## src/rtl/chacha20_stream_if.sv

```systemverilog
// Word stream bundle between the datapath and chacha20_stream.
// The slave side is the cipher block; the master side drives plaintext in.
interface chacha20_stream_if;
    logic        in_valid;
    logic        in_ready;
    logic [31:0] in_data;
    logic        out_valid;
    logic        out_ready;
    logic [31:0] out_data;

    modport slave (
        input  in_valid, in_data, out_ready,
        output in_ready, out_valid, out_data
    );

    modport master (
        output in_valid, in_data, out_ready,
        input  in_ready, out_valid, out_data
    );
endinterface

```

## src/rtl/chacha20_stream.sv

```systemverilog
// ChaCha20 keystream XOR stage: fetches 512-bit blocks from the core
// one at a time and XORs them word by word onto a valid/ready stream.
module chacha20_stream #(
    parameter int BLOCK_WORDS = 16
) (
    input  logic               clock,
    input  logic               reset_n,
    input  logic               load,
    input  logic [255:0]       key,
    input  logic [63:0]        nonce,
    input  logic [63:0]        init_index,
    chacha20_stream_if.slave   s,
    output logic               core_start,
    output logic [255:0]       core_key,
    output logic [63:0]        core_nonce,
    output logic [63:0]        core_index,
    input  logic               core_done,
    input  logic [511:0]       core_out
);

    typedef enum logic [1:0] {
        IDLE   = 2'd0,
        START  = 2'd1,
        WAIT   = 2'd2,
        STREAM = 2'd3
    } state_t;

    localparam logic [3:0] LAST = 4'(BLOCK_WORDS - 1);

    state_t       state_q, state_d;
    logic         discard_q, discard_d;
    logic [3:0]   ptr_q, ptr_d;
    logic [63:0]  idx_q, idx_d;
    logic [255:0] key_q, key_d;
    logic [63:0]  nonce_q, nonce_d;
    logic [511:0] buf_q, buf_d;
    logic         start_q, start_d;
    logic         ov_q, ov_d;
    logic [31:0]  od_q, od_d;
    logic         in_rdy;
    logic [31:0]  ks_word;

    // Word k sits at bit 511-32k, i.e. {~k, 5'h1f} for 4-bit k.
    assign ks_word = buf_q[{~ptr_q, 5'h1f} -: 32];

    always_comb begin
        state_d   = state_q;
        discard_d = discard_q;
        ptr_d     = ptr_q;
        idx_d     = idx_q;
        key_d     = key_q;
        nonce_d   = nonce_q;
        buf_d     = buf_q;
        ov_d      = ov_q;
        od_d      = od_q;
        in_rdy    = 1'b0;

        if (ov_q && s.out_ready) begin
            ov_d = 1'b0;
        end

        unique case (state_q)
            IDLE: begin
                if (load) begin
                    state_d = START;
                end
            end
            START: begin
                state_d = WAIT;
                if (load) begin
                    discard_d = 1'b1;
                end
            end
            WAIT: begin
                if (core_done) begin
                    // A load in the done cycle also makes this block stale.
                    if (discard_q || load) begin
                        discard_d = 1'b0;
                        state_d   = START;
                    end else begin
                        buf_d   = core_out;
                        ptr_d   = 4'd0;
                        idx_d   = idx_q + 64'd1;
                        state_d = STREAM;
                    end
                end else if (load) begin
                    discard_d = 1'b1;
                end
            end
            STREAM: begin
                if (load) begin
                    ptr_d   = 4'd0;
                    ov_d    = 1'b0;
                    state_d = START;
                end else begin
                    in_rdy = !ov_q || s.out_ready;
                    if (s.in_valid && in_rdy) begin
                        od_d  = s.in_data ^ ks_word;
                        ov_d  = 1'b1;
                        ptr_d = ptr_q + 4'd1;
                        if (ptr_q == LAST) begin
                            state_d = START;
                        end
                    end
                end
            end
            default: state_d = IDLE;
        endcase

        if (load) begin
            key_d   = key;
            nonce_d = nonce;
            idx_d   = init_index;
        end

        start_d = (state_d == START);
    end

    always_ff @(posedge clock) begin
        if (!reset_n) begin
            state_q   <= IDLE;
            discard_q <= 1'b0;
            ptr_q     <= 4'd0;
            idx_q     <= 64'd0;
            key_q     <= 256'd0;
            nonce_q   <= 64'd0;
            buf_q     <= 512'd0;
            start_q   <= 1'b0;
            ov_q      <= 1'b0;
            od_q      <= 32'd0;
        end else begin
            state_q   <= state_d;
            discard_q <= discard_d;
            ptr_q     <= ptr_d;
            idx_q     <= idx_d;
            key_q     <= key_d;
            nonce_q   <= nonce_d;
            buf_q     <= buf_d;
            start_q   <= start_d;
            ov_q      <= ov_d;
            od_q      <= od_d;
        end
    end

    assign core_start  = start_q;
    assign core_key    = key_q;
    assign core_nonce  = nonce_q;
    assign core_index  = idx_q;
    assign s.in_ready  = in_rdy;
    assign s.out_valid = ov_q;
    assign s.out_data  = od_q;

endmodule

```

## src/flat_wrapper.sv

```systemverilog
// flat-port wrapper written by rule: the top's interface ports become plain ports
module chacha20_stream_flat 
#(
    parameter int BLOCK_WORDS = 16
)
  (clock, reset_n, load, key, nonce, init_index, core_start, core_key, core_nonce, core_index, core_done, core_out, s_in_valid, s_in_data, s_out_ready, s_in_ready, s_out_valid, s_out_data);
  chacha20_stream_if s_i ();
  input  logic clock;
  input  logic reset_n;
  input  logic load;
  input  logic [255:0] key;
  input  logic [63:0] nonce;
  input  logic [63:0] init_index;
  output logic core_start;
  output logic [255:0] core_key;
  output logic [63:0] core_nonce;
  output logic [63:0] core_index;
  input  logic core_done;
  input  logic [511:0] core_out;
  input wire logic [$bits(s_i.in_valid)-1:0] s_in_valid;
  input wire logic [$bits(s_i.in_data)-1:0] s_in_data;
  input wire logic [$bits(s_i.out_ready)-1:0] s_out_ready;
  output wire logic [$bits(s_i.in_ready)-1:0] s_in_ready;
  output wire logic [$bits(s_i.out_valid)-1:0] s_out_valid;
  output wire logic [$bits(s_i.out_data)-1:0] s_out_data;
  assign s_i.in_valid = s_in_valid;
  assign s_i.in_data = s_in_data;
  assign s_i.out_ready = s_out_ready;
  assign s_in_ready = s_i.in_ready;
  assign s_out_valid = s_i.out_valid;
  assign s_out_data = s_i.out_data;
  chacha20_stream #(.BLOCK_WORDS(BLOCK_WORDS)) u_core (.clock(clock), .reset_n(reset_n), .load(load), .key(key), .nonce(nonce), .init_index(init_index), .s(s_i), .core_start(core_start), .core_key(core_key), .core_nonce(core_nonce), .core_index(core_index), .core_done(core_done), .core_out(core_out));
endmodule
```

## config.mk

```make
export PLATFORM = sky130hd
export DESIGN_NAME = chacha20_stream_flat
export DESIGN_NICKNAME = d
export VERILOG_FILES = /design/src/rtl/chacha20_stream_if.sv /design/src/rtl/chacha20_stream.sv /design/src/flat_wrapper.sv
export SDC_FILE = /design/constraint.sdc
export NUM_CORES = 2
export LEC_CHECK = 0
export CAP_MARGIN = 10
export CORE_AREA = 2 2 530 532
export CTS_CLUSTER_DIAMETER = 150
export CTS_CLUSTER_SIZE = 24
export DETAILED_ROUTE_END_ITERATION = 7
export DIE_AREA = 0 0 532 534
export GPL_ROUTABILITY_DRIVEN = 0
export SYNTH_ARGS = -nofsm -noshare
export SYNTH_HDL_FRONTEND = slang
export SYNTH_SLANG_ARGS = --single-unit
```

## constraint.sdc

```tcl
create_clock -name clock -period 3.2 [get_ports clock]
set_input_delay 0.32 -clock clock [delete_from_list [all_inputs] [get_ports clock]]
set_output_delay 0.32 -clock clock [all_outputs]
set_load 0.01 [all_outputs]
```

# == Word level (Yosys, flattened, before mapping) ==
# Index checks and enable logic that the tools add are counted.
# word_totals
out_inout_bits,419
regBits,937
elab_cells,68
inputBits,934
# classes
addsub,2
n_shift,1
muxes,26
n_reduce_logical,15
n_eq_ne,10
n_bitwise,4
# op_table
operator,n
$shiftx A543 B10 Y32,1
$mux W64,4
$add A64 B1 Y64 const B,1
$xor A32 B32 Y32,1
$mux W4,4
$mux W2,6
$mux W1,9
$reduce_and A3 Y1,3
$pmux W2 S4,1
$pmux W4 S2,1
$reduce_bool A2 Y1,4
$ne A2 B2 Y1 const B,3
$ne A3 B2 Y1 const B,2
$add A4 B1 Y4 const B,1
$eq A2 B1 Y1 const B,2
$eq A2 B2 Y1 const B,2
$eq A4 B4 Y1 const B,1
$not A4 Y4,1
$reduce_and A4 Y1,1
$logic_and A1 B1 Y1,2
$logic_not A2 Y1,1
$logic_or A1 B1 Y1,2
$not A1 Y1,2
$pmux W1 S2,1
2 further kinds,2

# == Logic depth before layout (Yosys ltp) ==
# logic_depth
word_depth,7
ltp_mapped,11
mapped_depth_nobuf,7

# == Worst setup path after synthesis ==
# OpenSTA, ideal clock, no wires.
# synth_path
kind,reg2reg
startpoint,register u_core.state_q[0]
endpoint,"register u_core.idx_q[34], in the netlist u_core.core_index[34]"
n_path_buf,3
required_time_ns,3.078
arrival_time_ns,2.507
period_less_slack_ns,2.629
path_slack_ns,0.571
setup_time_ns,0.122
stages_incl_launch_ff,11
path_cell_list,dfxtp_1 inv_1 ha_1 buf_2 nand4b_2 or2_2 clkbuf_1 or3_1 clkbuf_1 o31a_1 o311a_1
# synth_via
elab_chain_len,3
# synth_rtl
item,line_no,rtl
"start, declared",chacha20_stream.sv:30,"state_t state_q, state_d;"
"start signal, assigned",chacha20_stream.sv:132,state_q <= state_d;
$eq A2 B2 Y1,chacha20_stream.sv:62,unique case (state_q)
$reduce_bool A2 Y1 (no line),n/a,
$reduce_and A3 Y1 (no line),n/a,
"end signal, assigned",chacha20_stream.sv:135,idx_q <= idx_d;
"end, declared",chacha20_stream.sv:33,"logic [63:0] idx_q, idx_d;"
# No other way between the ends.
# A chain may end at the register's enable or synchronous reset.

# == Worst setup path in the final report ==
# layout_path
startpoint,register u_core.ptr_q[1]
endpoint,"register u_core.od_q[22], in the netlist u_core.s.out_data[22]"
# layout_via
elab_chain_len,3
# layout_rtl
item,line_no,rtl
"start, declared",chacha20_stream.sv:32,"logic [3:0] ptr_q, ptr_d;"
"start signal, assigned",chacha20_stream.sv:134,ptr_q <= ptr_d;
$not A4 Y4,chacha20_stream.sv:44,"assign ks_word = buf_q[{~ptr_q, 5'h1f} -: 32];"
$shiftx A543 B10 Y32,chacha20_stream.sv:44,
$xor A32 B32 Y32,chacha20_stream.sv:98,od_d = s.in_data ^ ks_word;
"end signal, assigned",chacha20_stream.sv:130,od_q <= 32'd0;
"end signal, assigned",chacha20_stream.sv:141,od_q <= od_d;
"end, declared",chacha20_stream.sv:39,"logic [31:0] od_q, od_d;"
# No other way between the ends.

==> results.cfg <==
[critical_path]
cp.required_ns = 3.83
cp_data_arrival_time_ns = 3.32
r2r-end = u_core.s.out_data[22]
crit_path_max_fanout = 16
worstSetupEndpointType = flop
r2r-start = u_core.ptr_q[1]
ff2ff_setup_slack_ns = 0.51
critPathKind = reg2reg
r2r_cells = 7
critPathLaunchType = flop

[grt]
grt_pass1_wl_um = 353000
grt_antenna_before_repair = 280
grt_max_degree = 163
grt_pass1_vias = 35400
grt_overflow = 0
grt_util_all_layers_pct = 18.6

[power]
switchingPower_w = 0.00770
ir_worst_vdd_uv = 437
seqPwrFrac_pct = 50.2
p_comb_share_pct = 19.1
power_density_nw_per_um2 = 436
p_leak_nw = 19.5
netSwitchingFraction_pct = 30.3
p_int_w = 0.0177
clkPwrFrac_pct = 30.7

[final_layout]
multiInputGateArea_um2 = 18300
area_delta_synth_final_pct = 52.6
final-seq-area_um2 = 18800
nets = 6474
fillers = 30900
drive_gt1_share_pct = 5.78

[worst_hold_path]
whs_path_depth = 3
min_path_type = in2reg
hold_end = u_core.buf_q[335]
min-delay-start = core_out[335]

[detailed_routing]
viasPerCell = 4.04
via_count = 37700
top_layer = met5
wl_per_cell_um = 29.6
wl_met1_um = 98000
drtPass1Iterations = 5
drc = 0
drtIter0Drc = 2619
route.antenna.remaining_nets = 0
totalWireLength_um = 276000
wl_met2_um = 127000
dr_wl_met3_um = 32500

[clocking]
cts_sinks = 937
cts_tree = built
cts_buffers = 50
clkTransAtPathRegs_ns = 0.11
cts_setup_buffers = 0
clkLatencyLatePin_ns = 0.75
h-tree-depth = 2
root_buffer = clkbuf_16
ctsHoldBuffers = 3
clock_path_buffers = 3
cts_resized = 0

[synth]
synth.most_common_cell = nand2_1
synth.distinct_cells = 53
synth_largest_area_cell = dfxtp_1
yosys-top-cells-area = dfxtp_1, mux2i_1, nand2_1
synth_ff_type = dfxtp_1
synth_commonest_cells = nand2_1, dfxtp_1, a21oi_1
synth.yosys.warnings = 0
ys_seq_area_share_pct = 49.1
syn_inst = 4346
synth.net_count = 5285
synth_edf_count = 0
async_reset_ff_share_pct = 0
avgSynthCellArea_um2 = 8.80
synth-seq-cells = 937
synth_top_area_share_pct = 49.1
syn-cell-area_um2 = 38200

[timing]
fin_crit_ns = 2.69
tightest_slew_ns = 1.17
fin_skew_ns = 0.0646
layout_worst_path_cycle_share_pct = 84.2
rsz0062_at_grt = no
slew_headroom_pct = 22.2
hold_violations = 0
max_freq_mhz = 371
finalMaxSlewViolations = 0
hold_ws_ns = 0.110
fin_setup_tns_ns = 0
finalSetupViolCount = 0

[placement]
dp_hpwl_um = 230000
portBuffers = 1352

[die]
core_um2 = 278000
die_w_um = 532
initial_core_util_pct = 13.7
die_area_um2 = 284000
core.rowCount = 194
num_io_pins = 1353
die_h_um = 534

[run_status]
status = completed

[run]
maxCapViolCount = 0
## registers in the layout, summed over array words and instances, names as in the netlist, 2 cells and up
name               flops
u_core.state_q         2
u_core.s.out_data     32
u_core.core_index     64
u_core.core_nonce     64
u_core.buf_q         512
u_core.ptr_q           4
u_core.core_key      256
## stage by stage
stage | cells | cell area, um2 | util, % | power [W] | setup slack [ns]
after floorplan | 4346 | 38200 | - | 0.0147 | 0.571
after global placement | 9204 | 56600 | 20.3 | 0.0179 | 0.338
after detailed placement | 9204 | 56600 | 20.3 | 0.0179 | 0.327
after CTS | 9274 | 58200 | 20.9 | 0.0258 | 0.499
after global routing | 9320 | 58300 | 20.9 | 0.0264 | 0.363
final | 9341 | 58300 | 20.9 | 0.0254 | 0.506
## worst max-delay path by stage
stage	start	endpoint	slack [ns]	cells after the start
final	u_core.ptr_q[1]	u_core.s.out_data[22]	0.51	7
after global routing	u_core.state_q[0]	u_core.core_index[63]	0.36	7
after CTS	u_core.ptr_q[1]	u_core.s.out_data[22]	0.50	7
after detailed placement	core_done	u_core.core_index[56]	0.33	8
after global placement	core_done	u_core.core_index[56]	0.34	8
after floorplan	u_core.state_q[0]	u_core.core_index[34]	0.57	10
## area by class of cell
type | instances | share of cell area, %
sequential | 937 | 32.2
multi-input combinational | 3050 | 31.3
timing repair buffer | 1475 | 25.5
tap | 3724 | 7.99
clock buffer | 51 | 2.15
clock inverter | 16 | 0.442
antenna | 67 | 0.287
inverter | 21 | 0.150
## metal layers
| metal | vias to the layer above | GRT usage (%) |
|---|---|---|
| met2 | 1794 | 30.7 |
| li1 | 17400 | - |
| met4 | 110 | 10.2 |
| met5 | - | 0 |
| met1 | 17900 | 19.3 |
| met3 | 585 | 9.30 |
## kinds of logic (layout without fill, tap and decap cells)
logic type                 Yosys count  in the layout  share of synthesized area (%)
adders and majority gates            5              5                          0.164
AOI/OAI and AO/OA                  850            850                           13.4
DFF                                937            937                           49.1
xor gates and xnor gates            29             29                          0.664
muxes                              519            519                           15.7
other                                0             67                              0
buffers and inverters              359           1563                           3.58
and+or+nand+nor                   1647           1647                           17.4
## cell usage in the layout (no fill, tap or decap), types with 33 or more instances in the layout
| cell | instances |
|---|---|
| o21a_1 | 33 |
| clkbuf_16 | 50 |
| diode_2 | 67 |
| a21oi_1 | 526 |
| clkdlybuf4s50_1 | 1349 |
| mux2i_1 | 455 |
| o31ai_1 | 52 |
| nand2_1 | 1091 |
| o21ai_0 | 50 |
| nor3_1 | 47 |
| mux4_2 | 64 |
| a221oi_1 | 47 |
| buf_12 | 33 |
| buf_4 | 88 |
| dfxtp_1 | 933 |
| nor2_1 | 363 |
## worst max-delay path, cell delays in order, from the launching register on
cell and delay, ns:
dfxtp_4 0.51, buf_12 0.24, buf_4 0.23, mux2i_1 0.09, a221oi_1 0.91, a22o_1 0.31
nor3_1 0.06, o31ai_1 0.21
## power groups by stage
| stage | Sequential [W] | Combinational (W) | Clock (W) |
|---|---|---|---|
| after floorplan | 0.0130 | 0.00170 | 0 |
| after global placement | 0.0130 | 0.00489 | 0 |
| after detailed placement | 0.0130 | 0.00490 | 0 |
| after CTS | 0.0127 | 0.00493 | 0.00813 |
| after global routing | 0.0128 | 0.00521 | 0.00839 |
| final | 0.0127 | 0.00486 | 0.00781 |
No activity file was read; power rests on OpenSTA's default activity.
